**src/rtl/wb_pkg.sv**
```systemverilog
// Shared Wishbone definitions: bus widths and the initiator state encoding.
package wb_pkg;

  localparam int unsigned WB_ADR_W = 32;
  localparam int unsigned WB_DAT_W = 32;
  localparam int unsigned WB_SEL_W = 4;

  // Initiator phases: waiting for a command, bus cycle in flight, response held.
  typedef enum logic [1:0] {
    ST_IDLE = 2'd0,
    ST_BUS  = 2'd1,
    ST_RESP = 2'd2
  } wb_state_e;

endpackage

```
**src/rtl/wb_timer.sv**
```systemverilog
// Clear/enable up-counter with a parameterised terminal count.
// o_expired pulses on the enabled edge at which the count reaches TERMINAL,
// so a caller acting on it leaves exactly TERMINAL enabled edges after a clear.
module wb_timer #(
  parameter int unsigned TERMINAL = 255
) (
  input  logic i_clk,
  input  logic i_reset,
  input  logic i_clear,
  input  logic i_enable,
  output logic o_expired
);

  localparam int unsigned CNT_W = $clog2(TERMINAL + 1);
  localparam logic [CNT_W-1:0] LAST = CNT_W'(TERMINAL - 1);

  logic [CNT_W-1:0] count_q, count_d;

  // Next count: clear dominates, otherwise advance while enabled.
  always_comb begin
    count_d = count_q;
    if (i_clear) begin
      count_d = '0;
    end else if (i_enable) begin
      count_d = count_q + CNT_W'(1);
    end
  end

  assign o_expired = i_enable && !i_clear && (count_q == LAST);

  // Count register with synchronous reset.
  always_ff @(posedge i_clk) begin
    if (i_reset) begin
      count_q <= '0;
    end else begin
      count_q <= count_d;
    end
  end

endmodule

```
**src/rtl/wb_initiator.sv**
```systemverilog
// Wishbone classic single-transfer initiator: one command in, one bus cycle,
// one response out, with a no-ack timeout that aborts the cycle with error.
module wb_initiator
  import wb_pkg::*;
#(
  parameter int unsigned TIMEOUT_CYCLES = 255
) (
  input  logic                i_clk,
  input  logic                i_reset,
  input  logic                i_cmd_valid,
  output logic                o_cmd_ready,
  input  logic [WB_ADR_W-1:0] i_cmd_adr,
  input  logic [WB_DAT_W-1:0] i_cmd_dat,
  input  logic [WB_SEL_W-1:0] i_cmd_sel,
  input  logic                i_cmd_we,
  output logic                o_rsp_valid,
  input  logic                i_rsp_ready,
  output logic [WB_DAT_W-1:0] o_rsp_dat,
  output logic                o_rsp_err,
  output logic [WB_ADR_W-1:0] o_wb_adr,
  output logic [WB_DAT_W-1:0] o_wb_dat,
  output logic [WB_SEL_W-1:0] o_wb_sel,
  output logic                o_wb_we,
  output logic                o_wb_cyc,
  output logic                o_wb_stb,
  input  logic [WB_DAT_W-1:0] i_wb_dat,
  input  logic                i_wb_ack
);

  wb_state_e             state_q, state_d;
  logic                  cmd_ready_q, cmd_ready_d;
  logic                  cyc_q, cyc_d;
  logic [WB_ADR_W-1:0]   adr_q, adr_d;
  logic [WB_DAT_W-1:0]   dat_q, dat_d;
  logic [WB_SEL_W-1:0]   sel_q, sel_d;
  logic                  we_q, we_d;
  logic                  rsp_valid_q, rsp_valid_d;
  logic [WB_DAT_W-1:0]   rsp_dat_q, rsp_dat_d;
  logic                  rsp_err_q, rsp_err_d;

  logic timer_clear;
  logic timer_enable;
  logic timer_expired;

  wb_timer #(
    .TERMINAL(TIMEOUT_CYCLES)
  ) u_timer (
    .i_clk     (i_clk),
    .i_reset   (i_reset),
    .i_clear   (timer_clear),
    .i_enable  (timer_enable),
    .o_expired (timer_expired)
  );

  // Transfer sequencing; every output is computed one edge ahead and registered.
  always_comb begin
    state_d      = state_q;
    cmd_ready_d  = cmd_ready_q;
    cyc_d        = cyc_q;
    adr_d        = adr_q;
    dat_d        = dat_q;
    sel_d        = sel_q;
    we_d         = we_q;
    rsp_valid_d  = rsp_valid_q;
    rsp_dat_d    = rsp_dat_q;
    rsp_err_d    = rsp_err_q;
    timer_clear  = 1'b0;
    timer_enable = 1'b0;

    case (state_q)
      ST_IDLE: begin
        if (i_cmd_valid) begin
          state_d     = ST_BUS;
          cmd_ready_d = 1'b0;
          cyc_d       = 1'b1;
          adr_d       = i_cmd_adr;
          dat_d       = i_cmd_dat;
          sel_d       = i_cmd_sel;
          we_d        = i_cmd_we;
          timer_clear = 1'b1;
        end
      end
      ST_BUS: begin
        timer_enable = !i_wb_ack;
        // An ack on the timeout edge masks the timer, so ack always wins.
        if (i_wb_ack) begin
          state_d     = ST_RESP;
          cyc_d       = 1'b0;
          rsp_valid_d = 1'b1;
          rsp_dat_d   = we_q ? '0 : i_wb_dat;
          rsp_err_d   = 1'b0;
        end else if (timer_expired) begin
          state_d     = ST_RESP;
          cyc_d       = 1'b0;
          rsp_valid_d = 1'b1;
          rsp_dat_d   = '0;
          rsp_err_d   = 1'b1;
        end
      end
      ST_RESP: begin
        if (i_rsp_ready) begin
          state_d     = ST_IDLE;
          rsp_valid_d = 1'b0;
          cmd_ready_d = 1'b1;
        end
      end
      default: begin
        state_d     = ST_IDLE;
        cmd_ready_d = 1'b1;
        cyc_d       = 1'b0;
        rsp_valid_d = 1'b0;
      end
    endcase
  end

  // State and output registers; reset drops any in-flight or pending transfer.
  always_ff @(posedge i_clk) begin
    if (i_reset) begin
      state_q     <= ST_IDLE;
      cmd_ready_q <= 1'b1;
      cyc_q       <= 1'b0;
      adr_q       <= '0;
      dat_q       <= '0;
      sel_q       <= '0;
      we_q        <= 1'b0;
      rsp_valid_q <= 1'b0;
      rsp_dat_q   <= '0;
      rsp_err_q   <= 1'b0;
    end else begin
      state_q     <= state_d;
      cmd_ready_q <= cmd_ready_d;
      cyc_q       <= cyc_d;
      adr_q       <= adr_d;
      dat_q       <= dat_d;
      sel_q       <= sel_d;
      we_q        <= we_d;
      rsp_valid_q <= rsp_valid_d;
      rsp_dat_q   <= rsp_dat_d;
      rsp_err_q   <= rsp_err_d;
    end
  end

  assign o_cmd_ready = cmd_ready_q;
  assign o_wb_cyc    = cyc_q;
  assign o_wb_stb    = cyc_q;
  assign o_wb_adr    = adr_q;
  assign o_wb_dat    = dat_q;
  assign o_wb_sel    = sel_q;
  assign o_wb_we     = we_q;
  assign o_rsp_valid = rsp_valid_q;
  assign o_rsp_dat   = rsp_dat_q;
  assign o_rsp_err   = rsp_err_q;

endmodule

```
**config.mk**
```make
export PLATFORM = sky130hd
export DESIGN_NAME = wb_initiator
export DESIGN_NICKNAME = d
export VERILOG_FILES = /design/src/rtl/wb_pkg.sv /design/src/rtl/wb_timer.sv /design/src/rtl/wb_initiator.sv
export SDC_FILE = /design/constraint.sdc
export NUM_CORES = 1
export LEC_CHECK = 0
export BUFFER_PORTS_ARGS = -buffer_cell sky130_fd_sc_hd__buf_2
export CORE_MARGIN = 2
export CORE_UTILIZATION = 30
export DETAILED_ROUTE_END_ITERATION = 6
export GPL_ROUTABILITY_DRIVEN = 0
export HOLD_SLACK_MARGIN = 0.05
export PLACE_DENSITY = 0.57
export SLEW_MARGIN = 20
export SYNTH_ARGS = -nofsm -noshare
export SYNTH_HDL_FRONTEND = slang
export SYNTH_SLANG_ARGS = --single-unit
export TNS_END_PERCENT = 50
```
**constraint.sdc**
```tcl
create_clock -name i_clk -period 3.2 [get_ports i_clk]
set_input_delay 0.16 -clock i_clk [delete_from_list [all_inputs] [get_ports i_clk]]
set_output_delay 0.16 -clock i_clk [all_outputs]
set_load 0.02 [all_outputs]
```
==> results by group <==
Status
  – Outcome: finished clean

Yosys
  – XOR/XNOR Fraction of Synth Area: 0.003866
  – Area fraction in and, or, nand and nor cells after synthesis: 0.1972
  – Syn_nets: roughly 630
  – Synth Area in Compound Gates: 0.2284
  – Post-Syn Area: 0.004531 mm²
  – Adder-Cell Fraction of Synth Area: 0.005523
  – Synth cell types: 38
  – Cells after Synth: 521
  – #FFs+latches synth: 115
  – Synth top area cells: sky130_fd_sc_hd__dfxtp_1, sky130_fd_sc_hd__nand2_1, sky130_fd_sc_hd__a21oi_1
  – YS warnings: 0
  – Multiplexer share of the synthesized area: 0.004419
  – Dominant combinational cell family by area after synthesis: compound AO/OA/AOI/OAI gates
  – Seq/Total Area, Yosys: 0.5081
  – Area share of the largest cell type after synthesis: 0.5081
  – Mapped Avg Cell Area: 8.696 µm²
  – Cell accounting for the most synthesized area: sky130_fd_sc_hd__dfxtp_1

Critical path
  – Required time of the worst setup path: 3550 ps
  – Critical Path Start Type: flop
  – Highest-delay cell along the critical path: sky130_fd_sc_hd__o21a_1
  – Max stage delay on crit path: 610 ps
  – Cell Chain, Critical Path: inv_1 > ha_1 > nand3_1 > o21a_1 > buf_4 > a21o_1
  – Crit path DAT: 2290 ps
  – Critical Path Fanout Max: 19
  – Critical Path Sink Type: flop
  – Type of the worst setup path: reg -> reg

Floorplan
  – Vert. Die Dim: around 130 µm
  – Die Area: 0.01610 mm²
  – Row count: 44
  – I/O pins: 212
  – Core area: 0.01464 mm²
  – Effective utilization at floorplan: 0.3094
  – Die Width: between 100 and 150 µm

Timing
  – Final count of pins violating max slew: 0
  – Period Utilization, post-route: 0.6088
  – Highest clock frequency the design can meet: approximately 0.5 GHz
  – Actual slew at the worst max-slew pin: 747.0 ps
  – TNS Setup: 0 ps
  – Unrepaired setup endpoints after global routing: false
  – Slew headroom: 0.5020
  – Hold Violations, Final: 0
  – Final-report setup violation count: 0
  – Shortest period the worst path allows: 1948 ps
  – Worst Skew: 6.257 ps

Cells and area
  – Share of layout cells above drive strength 1: 0.3195
  – Synth-to-layout area growth: 53.71%
  – Antenna diode count: 0
  – Post-Layout Inst Area: 0.006964 mm²
  – NumNets Final: 890

Route
  – Wire length reported by the detailed router: around 14000 µm
  – Mean number of vias per cell: a little under 5
  – Number of iterations in the first detailed-routing pass: 4
  – Avg WL per Cell: 14.01 µm
  – Iteration-0 DRC Markers: around 240
  – Number of routed nets with antenna violations: 0
  – Remaining design rule violation count: 0
  – Total via count in the routed design: 4724

Power
  – Largest vdd supply drop: about 400 µV
  – Leakage Power: 3.400 nW
  – PwrDens: about 590 mW/mm²

Global route
  – Leftover overflow at the end of global routing: 0
  – Aggregate global-route resource usage: 0.1668
  – Maximum number of pins on one net before global-route repair: just under 70
  – Vias in the first global route: approximately 4.5k
  – First-pass GRT wire length: 21690 µm
  – Initial antenna violation count: 0

Clock network
  – Post-CTS setup buffers: 0
  – Clock slew seen by the registers of the worst setup and hold paths: 50 ps
  – CTS tree: yes
  – Master cell of the clock root buffer: sky130_fd_sc_hd__clkbuf_16
  – Clk Latency, worst-skew pair: 410 ps
  – H-Tree Level Count: 4
  – Maximum root-to-sink buffer count: 2
  – Clk sink count: 115
  – Number of buffers created by CTS: 17

Job
  – Count of max-cap constraint violations: 0

Min path
  – Type of the tightest min-delay check: in -> reg

Place
  – Placement-stage cell area: around 0.0057 mm²
  – Count of input and output buffers: between 200 and 250
  – Post-detail-place hpwl: 8777 µm
## cells by family (layout without fill, tap and decap cells)
family | count (synthesis) | in the layout
DFF | 115 | 115
and+or+nand+nor | 200 | 200
adders and majority gates | 2 | 2
buffers and inverters | 50 | 324
xor gates and xnor gates | 2 | 2
muxes | 2 | 2
AOI/OAI and AO/OA | 150 | 150
## through the flow
stage	instances	worst slack (ps)	hold WS [ps]	utilization	total power [mW]
floorplan	521	1732	296.0	-	1.950
global placement	878	1339	401.0	0.3878	2.149
detailed placement	878	1271	406.5	0.3878	2.162
CTS	979	1263	50.58	0.4756	4.132
global route	979	1115	59.07	0.4756	4.267
finish	979	1252	68.08	0.4756	4.086
## metal layers
metal	global-route usage	vias up	part of all wire
met1	0.1923	2215	0.42
met4	0.06012	0	0.017
met2	0.2906	169	0.50
li1	-	2321	-
met3	0.05272	19	0.064
met5	0	-	0
## worst paths after layout
kind                      start       endpoint  slack (ps)  cells after the start
max reg2reg  u_timer.count_q[0]  o_rsp_dat[20]        1250                      6
min                 i_rsp_ready     state_q[1]          70                      3
min reg2reg         o_wb_dat[0]    o_wb_dat[0]         450                      2
max          u_timer.count_q[0]  o_rsp_dat[20]        1250                      6
## final cells by class
type | count | area (µm²)
repair buffers | 288 | 1822
inverters | 4 | 15.01
multi-input cells | 356 | 2001
fillers | 1381 | 7680
clock buffers | 21 | 460.4
well taps | 184 | 230.2
flip-flops and latches | 115 | 2302
clock inverters | 11 | 133.9
## power by group
part           switching (mW)  total (mW)  internal, mW
logic                   0.364       0.624         0.259
clock network           0.633        1.89          1.25
registers              0.0485        1.57          1.53
## cell usage in the layout, fill, tap and decap left out, drive strengths merged, types with 2 or more instances in the layout
master and instances:
a21o 32, clkinv 9, o31ai 3, a211oi 2
nor3 2, o2111ai 2, dfxtp 115, clkbuf 21
nand2 142, a32o 32, o21a 2, nor3b 3
nor2 3, nand3 4, o21ai 3, inv 3
nand2b 2, nand4 2, mux2i 2, nor4 2
ha 2, dlygate4sd3 69, bufinv 3, nor2b 32
a21oi 71, or3 4, buf 219
## worst max-delay path: cells and delay by family, from the launching register on
family | cells | cell delay (ps)
AOI/OAI and AO/OA | 2 | 760
adders and majority gates | 1 | 200
buffers and inverters | 2 | 400
DFF | 1 | 400
and+or+nand+nor | 1 | 120
## sequential cells by signal, indices dropped and copies added, names as in the netlist
register and flops:
o_cmd_ready 1, o_wb_adr 32, o_rsp_valid 1, o_rsp_err 1, u_timer.count_q 8, o_wb_dat 32, o_wb_sel 4, o_wb_we 1
o_wb_cyc 1, o_rsp_dat 32, state_q 2
## Yosys cell counts (all sizes together)
master   instances
mux2i            2
nor4             2
inv              3
o32ai            1
o21ai            3
nand4            2
nand2          142
o2bb2ai          1
nor2b           32
o2111ai          2
nand3            4
o31ai            3
xor2             1
dfxtp          115
or4              1
or3b             1
nor2             3
clkinv           1
xnor2            1
nand2b           2
buf             26
and2             1
a211oi           2
nand4bb          1
a32o            32
ha               2
clkbuf          20
a21o            32
nor3b            3
a21oi           71
or3              4
nor3             2
o21a             2
o221a            1
## repair_timing
action	4_1_cts	5_1_grt
endpoints found under the hold margin	69	0
gates resized for setup	0	0
hold buffers	69	0
Note: power is estimated with default switching activity, not from simulation.
